--- src/rtl/fetch_queue_pkg.sv ---
// -----------------------------------------------------------------------------
// fetch_queue_pkg
//   Shared widths for the IF->ID fetch queue. These mirror the processor-wide
//   address, instruction and queue-depth defines so the queue can be elaborated
//   stand-alone.
// -----------------------------------------------------------------------------
package fetch_queue_pkg;

    localparam int unsigned ADDRESS_LEN       = 32;
    localparam int unsigned INSTRUCTION_LEN   = 32;
    localparam int unsigned FETCH_QUEUE_DEPTH = 4;

endpackage : fetch_queue_pkg

--- src/rtl/fetch_queue_ram.sv ---
// -----------------------------------------------------------------------------
// fetch_queue_ram
//   DEPTH x DATA_W register file backing the fetch queue. One synchronous write
//   port and one asynchronous read port. The data array has no reset.
// Ports
//   i_clk    clock; the write happens on posedge
//   i_we     write enable
//   i_waddr  write address
//   i_wdata  write data
//   i_raddr  read address
//   o_rdata  read data (combinational from i_raddr)
// -----------------------------------------------------------------------------
module fetch_queue_ram #(
    parameter int unsigned DEPTH  = 4,
    parameter int unsigned DATA_W = 64,
    localparam int unsigned AW    = $clog2(DEPTH)
) (
    input  logic              i_clk,
    input  logic              i_we,
    input  logic [AW-1:0]     i_waddr,
    input  logic [DATA_W-1:0] i_wdata,
    input  logic [AW-1:0]     i_raddr,
    output logic [DATA_W-1:0] o_rdata
);

    logic [DATA_W-1:0] r_mem [DEPTH];

    always_ff @(posedge i_clk) begin
        if (i_we) begin
            r_mem[i_waddr] <= i_wdata;
        end
    end

    assign o_rdata = r_mem[i_raddr];

endmodule : fetch_queue_ram

--- src/rtl/fetch_queue.sv ---
// -----------------------------------------------------------------------------
// fetch_queue
//   Decoupling buffer between IF and ID. Captures {PC, instruction} pairs from
//   IF and presents them to ID in FIFO order with a valid/ready handshake.
//   Freezes IF when full and discards everything on a taken branch (flush).
// Ports
//   i_clk             clock
//   i_rst_n           asynchronous active-low reset
//   i_fetch_valid     IF presents a valid fetch this cycle
//   i_if_pc           PC of the fetch
//   i_if_instruction  instruction word of the fetch
//   i_flush           taken branch from EXE; empties the queue
//   o_freeze          back-pressure to IF (hold PC)
//   o_id_valid        head entry valid for ID
//   i_id_ready        ID accepts the head entry
//   o_id_pc           head entry PC (0 when empty)
//   o_id_instruction  head entry instruction (0 when empty)
//   o_count           current occupancy
// -----------------------------------------------------------------------------
module fetch_queue
    import fetch_queue_pkg::*;
#(
    parameter int unsigned DEPTH   = FETCH_QUEUE_DEPTH,
    parameter int unsigned ADDR_W  = ADDRESS_LEN,
    parameter int unsigned INSTR_W = INSTRUCTION_LEN,
    localparam int unsigned AW     = $clog2(DEPTH),
    localparam int unsigned CNT_W  = $clog2(DEPTH + 1)
) (
    input  logic               i_clk,
    input  logic               i_rst_n,
    input  logic               i_fetch_valid,
    input  logic [ADDR_W-1:0]  i_if_pc,
    input  logic [INSTR_W-1:0] i_if_instruction,
    input  logic               i_flush,
    output logic               o_freeze,
    output logic               o_id_valid,
    input  logic               i_id_ready,
    output logic [ADDR_W-1:0]  o_id_pc,
    output logic [INSTR_W-1:0] o_id_instruction,
    output logic [CNT_W-1:0]   o_count
);

    localparam int unsigned DATA_W = ADDR_W + INSTR_W;

    logic [AW-1:0]     r_wr_ptr;
    logic [AW-1:0]     r_rd_ptr;
    logic [CNT_W-1:0]  r_count;

    logic              w_full;
    logic              w_empty;
    logic              w_push;
    logic              w_pop;
    logic [DATA_W-1:0] w_rdata;

    assign w_full  = (r_count == CNT_W'(DEPTH));
    assign w_empty = (r_count == '0);

    // A fetch arriving while full is dropped even if ID pops in the same cycle;
    // IF is frozen and will present it again.
    assign w_push = i_fetch_valid & ~w_full & ~i_flush;
    assign w_pop  = o_id_valid & i_id_ready & ~i_flush;

    fetch_queue_ram #(
        .DEPTH  (DEPTH),
        .DATA_W (DATA_W)
    ) u_ram (
        .i_clk   (i_clk),
        .i_we    (w_push),
        .i_waddr (r_wr_ptr),
        .i_wdata ({i_if_pc, i_if_instruction}),
        .i_raddr (r_rd_ptr),
        .o_rdata (w_rdata)
    );

    always_ff @(posedge i_clk or negedge i_rst_n) begin
        if (!i_rst_n) begin
            r_wr_ptr <= '0;
            r_rd_ptr <= '0;
            r_count  <= '0;
        end else if (i_flush) begin
            r_wr_ptr <= '0;
            r_rd_ptr <= '0;
            r_count  <= '0;
        end else begin
            if (w_push) begin
                r_wr_ptr <= r_wr_ptr + AW'(1);
            end
            if (w_pop) begin
                r_rd_ptr <= r_rd_ptr + AW'(1);
            end
            if (w_push && !w_pop) begin
                r_count <= r_count + CNT_W'(1);
            end else if (w_pop && !w_push) begin
                r_count <= r_count - CNT_W'(1);
            end
        end
    end

    // IF must be free to load the branch target during a flush, even when full.
    assign o_freeze   = w_full & ~i_flush;
    assign o_id_valid = ~w_empty;
    assign o_count    = r_count;

    always_comb begin
        o_id_pc          = '0;
        o_id_instruction = '0;
        if (!w_empty) begin
            o_id_pc          = w_rdata[DATA_W-1 -: ADDR_W];
            o_id_instruction = w_rdata[INSTR_W-1:0];
        end
    end

endmodule : fetch_queue

--- config.mk ---
export PLATFORM = sky130hd
export DESIGN_NAME = fetch_queue
export DESIGN_NICKNAME = d
export VERILOG_FILES = /design/src/rtl/fetch_queue_pkg.sv /design/src/rtl/fetch_queue_ram.sv /design/src/rtl/fetch_queue.sv
export SDC_FILE = /design/constraint.sdc
export NUM_CORES = 1
export LEC_CHECK = 0
export ABC_AREA = 1
export CAP_MARGIN = 20
export CORE_MARGIN = 10
export CORE_UTILIZATION = 51
export CTS_CLUSTER_SIZE = 14
export DETAILED_ROUTE_END_ITERATION = 12
export PLACE_DENSITY = 0.82
export SYNTH_ARGS = -nofsm -noshare
export SYNTH_HDL_FRONTEND = slang
export SYNTH_HIERARCHICAL = 1
export SYNTH_SLANG_ARGS = --single-unit
export TNS_END_PERCENT = 50
--- constraint.sdc ---
create_clock -name i_clk -period 5.6 [get_ports i_clk]
set_clock_uncertainty 0.1 [all_clocks]
set_input_delay 1.68 -clock i_clk [delete_from_list [all_inputs] [get_ports i_clk]]
set_output_delay 1.68 -clock i_clk [all_outputs]
set_load 0.02 [all_outputs]
# --- Word level (Yosys, flattened, before mapping) ---
# Memory sizes are Yosys's and may differ from the RTL's.
# Index checks and enable logic that the tools add are counted.
op_classes:
  n_eq_ne: 1
  n_addsub: 4
  reduce_logical: 8
  muxes: 11
  n_bitwise: 8
op_table:
  columns: ["operator", "n"]
  rows:
  - ["2-to-1 mux 32 bit", 2]
  - ["2-to-1 mux 3 bit", 3]
  - ["2-to-1 mux 2 bit", 4]
  - ["AND 1 bit", 5]
  - ["adder 2 x 1 -> 2 bit, second input constant", 2]
  - ["nonzero test 2 bit", 2]
  - ["adder 3 x 1 -> 3 bit, second input constant", 1]
  - ["equality test 3 bit, second input constant", 1]
  - ["zero test 3 bit", 1]
  - ["NOT 1 bit", 3]
  - ["nonzero test 3 bit", 1]
  - ["subtractor 3 x 1 -> 3 bit, second input constant", 1]
  - ["logical AND 1 bit", 2]
  - ["zero test 1 bit", 2]
  - ["2-to-1 mux 1 bit", 2]
word_totals:
  memories: 1
  wordCells: 36
  input_bits: 69
  ramBits: 256
  ff_bits: 7
mem_list:
  columns: ["memory", "words", "width", "rd", "rd_clocked_by_memory_dff", "write_ports", "line_no", "text"]
  rows:
  - ["u_ram.r_mem", 4, 64, 1, 0, 1, "fetch_queue_ram.sv:26", "logic [DATA_W-1:0] r_mem [DEPTH];"]

# --- Logic depth before layout (Yosys ltp) ---
logic_depth:
  depth_word: 9
  ltp_mapped: 11
  mapped_depth_nobuf: 11

# --- Hierarchy ---
# Netlist, hierarchy kept.
by_module_without_submodules:
  columns: ["module", "n_inst", "cells_per_inst", "area_each_um2"]
  rows:
  - ["fetch_queue_ram", 1, 1010, 10761.6]
  - ["fetch_queue", 1, 191, 954.7]

# --- Worst setup path after synthesis ---
# Ideal clock, no wire load.
synth_path:
  path_kind: "input -> register"
  from: "input port i_fetch_valid"
  to: "memory u_ram.r_mem[1][0], enable pin"
  path_buffers: 0
  t_required_ns: 4.935
  setup_ns: 0.565
  t_arrival_ns: 6.306
  slack_ns: -1.371
  path_stages: 4
  cell_sequence: "nand2_1 -> nor2_1 -> inv_1 -> nor3_1"
synth_between:
  elab_chain_len: 4
synth_lines:
  columns: ["element", "line_no", "text"]
  rows:
  - ["start: declaration", "fetch_queue.sv:31", "input logic i_fetch_valid,"]
  - ["AND 1 bit (2 in series)", "fetch_queue.sv:60", "assign w_push = i_fetch_valid & ~w_full & ~i_flush;"]
  - ["net w_push", "fetch_queue.sv:51", "logic w_push;"]
  - ["2-to-1 mux 1 bit", "fetch_queue_ram.sv:29", "if (i_we) begin"]
  - ["2-to-1 mux 1 bit (not written as such)", "fetch_queue_ram.sv:30", "r_mem[i_waddr] <= i_wdata;"]
  - ["end: declaration", "fetch_queue_ram.sv:26", null]
# The timed path passes the listed nets, and every way through them passes these cells.

# --- Final worst setup path ---
layout_path:
  from: "register r_rd_ptr[0]"
  to: "output port o_id_instruction[7]"
layout_between:
  elab_chain_len: 2
layout_lines:
  columns: ["element", "line_no", "text"]
  rows:
  - ["start: declaration", "fetch_queue.sv:46", "logic [AW-1:0] r_rd_ptr;"]
  - ["start signal: assignment", "fetch_queue.sv:89", "r_rd_ptr <= r_rd_ptr + AW'(1);"]
  - ["memory (4 x 64 bit)", null, null]
  - ["net w_rdata[7]", "fetch_queue.sv:53", "logic [DATA_W-1:0] w_rdata;"]
  - ["2-to-1 mux 32 bit", "fetch_queue.sv:107", "if (!w_empty) begin"]
  - ["end: declaration", "fetch_queue.sv:39", "output logic [INSTR_W-1:0] o_id_instruction,"]
# The timed path passes the listed nets, and every way through them passes these cells.

==> results.md <==
* Number of setup violations in the final report at 0
* Largest cells by area after synthesis: edfxtp_1 66%, nand2_1 11%, inv_1 11%, nand3_1 5.6%, nor2_1 2.3%
* First-pass GRT wire length at 39190 um
* Final Hold Fails at 0
* Fin area at 14160 sq um
* Chip width at approximately 170 um
* RD Place Congestion at 0.7363
* Reg clk slew, reported paths at 0.06 ns
* P_int at 0.004164 W
* Initial DRT Pass Iterations at 5
* WL per Instance at 14.95 um
* Crit. End Element: output port
* Count leader, synth: nand2_1
* Largest net degree at the start of global routing at 77
* Net Switching at 0.002093 W
* Top cell type by total area after synthesis: edfxtp_1
* Routed wl met2 at 12460 um
* Mapped Cells at 1201
* R2r setup slk at roughly 3.2 ns
* Multi-input gate area at 2354 sq um
* Worst R2R End: u_ram/r_mem[3][31]
* Comb power frac at a little over a third
* Vias in the first global route at 8058
* Syn nets at 1271
* Critical path launch point type: flip-flop
* Cells along the critical path: inv_4 > buf_12 > nand2_1 > nand3_1 > nand2_1 > inv_1 > nor2_1 > clkdlybuf4s50_1
* Slowest CP cell: dfrtp_4
* RSZ-0062 raised after global routing: no
* Top-level I/O count at about 140
* Reg power frac at a little under two fifths
* Met3 wire len at 1468 um
* Synth Warn # at 6
* Register Area at between 7000 and 8000 sq um
* Crit path to: o_id_instruction[7]
* Number of synthesized register bits at between 200 and 300
* Worst setup path start: r_rd_ptr[0]
* Synth top area share at 65.61%
* Routed vias/inst at between 4 and 5
* R2R Path Start: o_count[0]
* DIE AREA at 29440 sq um
* Post-synthesis sequential area ratio at 67.11%
* Post_cts resized at 0
* Antenna violations before repair at 1
* Htree depth at 1
* Share of layout cells above drive strength 1 at 4.599%
* Later-pin clock latency in the skew report at approximately 0.51 ns
* Worst rel slew slack at 31.13%
* Data required time at the worst endpoint at 3.82 ns
* Metal1 wirelength at 10110 um
* Post-synth top cells: 334 x nand2_1, 329 x inv_1, 256 x edfxtp_1
* Max clock buf depth at 3
* Clock net sink count at 263
* Cell variety after synth at 24
* Rows at 55
* Number of enable flip-flop cells after synthesis at 256
* WP data arrival at 3.02 ns
* Max Fclk at 208.5 MHz
* Cell Area, Synth at around 12000 sq um
* Starting Density at 51.75%
* Kind of cell adding the most delay to the critical path: buffers and inverters
* Asr flop ratio synth at 2.662%
* Final nets at 1400
* Max Slew Vio Count at 0
* Fin util at 62.54%
* I/O Buffers at 137
* Pleak at 6.471 nW
* Initial DRC Count at 553
* Total track usage at between 10% and 20%
* Maxcap violations at 0
* Root Driver: clkbuf_16
* Worst-Margin Slew at 1.033 ns
* Hold_buf cts at 0
* Num CTS Buffers at 26
* Crit path kind: flip-flop to output port
* Clk pwr share at 26.8%
* Hold slack at 0.5045 ns
* Drt total wl at 24440 um
* Crit path buffers/inverters at 4
* Ys flop type: edfxtp_1
* Final period util at between 80% and 90%
* DRT antenna net count at 0
* Critical path depth at 8
* Hold WC Path Type: flip-flop to flip-flop
* Crit-path max cell delay at ~0.61 ns
* Max Used Layer: met4
* WHS Path Cells at 2
* Worst reg2reg path depth at 7
* Dpl cell area at about 13000 sq um
* CP max FO at 76
* Peak supply drop at 0.0004712 V
* Post CTS Setup Buffer Count at 0
* Routed vias at 7816
* Synth-to-Final Area Change at 20.85%
* CTS tree: done
* Post-DP HPWL at 14390 um
* PwrDens at 441.9 nW/um^2
* Die height at between 150 and 200 um
* Total core area at ~23000 sq um
* Crit path top cell by count: nand2_1
* Outcome: finished clean
* Total grt overflow at 0
* Drt drc at 0
* Sw Share at 33.45%
* Min Tclk post-route at 4.795 ns
* Fill cells at 1725
* Synthesized area per cell at 9.755 sq um
cell type report:
type	instances	area share, %
flip-flops and latches	263	55.57
multi-input cells	556	16.62
repair buffers	148	10.53
inverters	335	8.899
clock buffers	36	5.011
well taps	285	2.519
clock inverters	10	0.8307
diodes	1	0.01767
tightest hold or removal path: stages, from the launching register on:
cell and delay (ns):
dfrtp_1 0.42, inv_1 0.09, a21oi_1 0.06
worst min-delay path by stage:
stage / from / to / slack, ns
6_report: r_wr_ptr[1] / r_wr_ptr[1] / 0.50
5_1_grt: r_wr_ptr[1] / r_wr_ptr[1] / 0.54
4_1_cts: r_wr_ptr[1] / r_wr_ptr[1] / 0.51
2_1_floorplan: r_rd_ptr[1] / r_rd_ptr[1] / 0.44
3_3_place_gp: r_wr_ptr[1] / r_wr_ptr[1] / 0.48
3_5_place_dp: r_wr_ptr[1] / r_wr_ptr[1] / 0.50
state kept, by name (all words and copies together), names as in the netlist:
signal,count
u_ram/r_mem,256
r_rd_ptr,2
r_wr_ptr,2
o_count,3
through the flow:
step                power (W)  setup TNS (ns)  worst slack [ns]  instances
floorplan            0.003729         -350.89            -1.371       1201
global placement     0.004589               0            0.8109       1587
detailed placement   0.004644               0            0.8267       1587
CTS                  0.006331               0            0.7657       1633
global route         0.006619               0            0.6000       1634
finish               0.006257               0            0.8047       1634
power by group through the flow:
stage | logic, W | registers (W) | clock network [W]
3_5_place_dp | 0.00227 | 0.00237 | 0
2_1_floorplan | 0.00135 | 0.00237 | 0
3_3_place_gp | 0.00222 | 0.00237 | 0
5_1_grt | 0.00247 | 0.00234 | 0.00180
6_report | 0.00224 | 0.00233 | 0.00168
4_1_cts | 0.00228 | 0.00233 | 0.00171
layout by cell type (no fill, tap or decap):
| cell | Yosys | final |
|---|---|---|
| a21oi_1 | 2 | 2 |
| a21oi_2 | 2 | 2 |
| buf_12 | 0 | 3 |
| buf_4 | 14 | 8 |
| bufinv_16 | 0 | 3 |
| clkbuf_1 | 4 | 9 |
| clkbuf_16 | 0 | 27 |
| clkdlybuf4s50_1 | 0 | 137 |
| clkinv_1 | 0 | 6 |
| clkinv_2 | 0 | 1 |
| dfrtp_1 | 7 | 5 |
| dfrtp_2 | 0 | 1 |
| dfrtp_4 | 0 | 1 |
| diode_2 | 0 | 1 |
| edfxtp_1 | 256 | 256 |
| fa_1 | 1 | 1 |
| inv_1 | 329 | 329 |
| inv_2 | 6 | 5 |
| inv_4 | 0 | 1 |
| nand2_1 | 334 | 334 |
| nand2_2 | 1 | 1 |
| nand2_4 | 2 | 2 |
| nand3_1 | 131 | 131 |
| nand3_2 | 1 | 1 |
| nand3b_1 | 1 | 1 |
| nor2_1 | 71 | 71 |
| nor2_4 | 1 | 1 |
| nor3_2 | 0 | 4 |
| o21ai_0 | 1 | 1 |
| o21ai_1 | 2 | 2 |
| o21ai_2 | 1 | 1 |
| xor2_1 | 1 | 1 |
logic make-up (layout without fill, tap and decap cells):
kind of cell	after synthesis	count (layout)	share of synthesized area (%)
AO/OA/AOI/OAI	8	8	0.4379
adder cells (fa/ha/maj)	1	1	0.1709
AND/OR/NAND/NOR	546	546	19.23
XOR/XNOR	1	1	0.07477
buffers and inverters	382	529	12.98
flip-flops	263	263	67.11
other	0	1	0
layer usage:
| layer | vias up | track usage [%] |
|---|---|---|
| met5 | - | 0 |
| met4 | 0 | 4.234 |
| met3 | 34 | 3.805 |
| met2 | 188 | 30.38 |
| met1 | 3678 | 19.07 |
| li1 | 3916 | - |
Power figures use the tool's default switching activity.
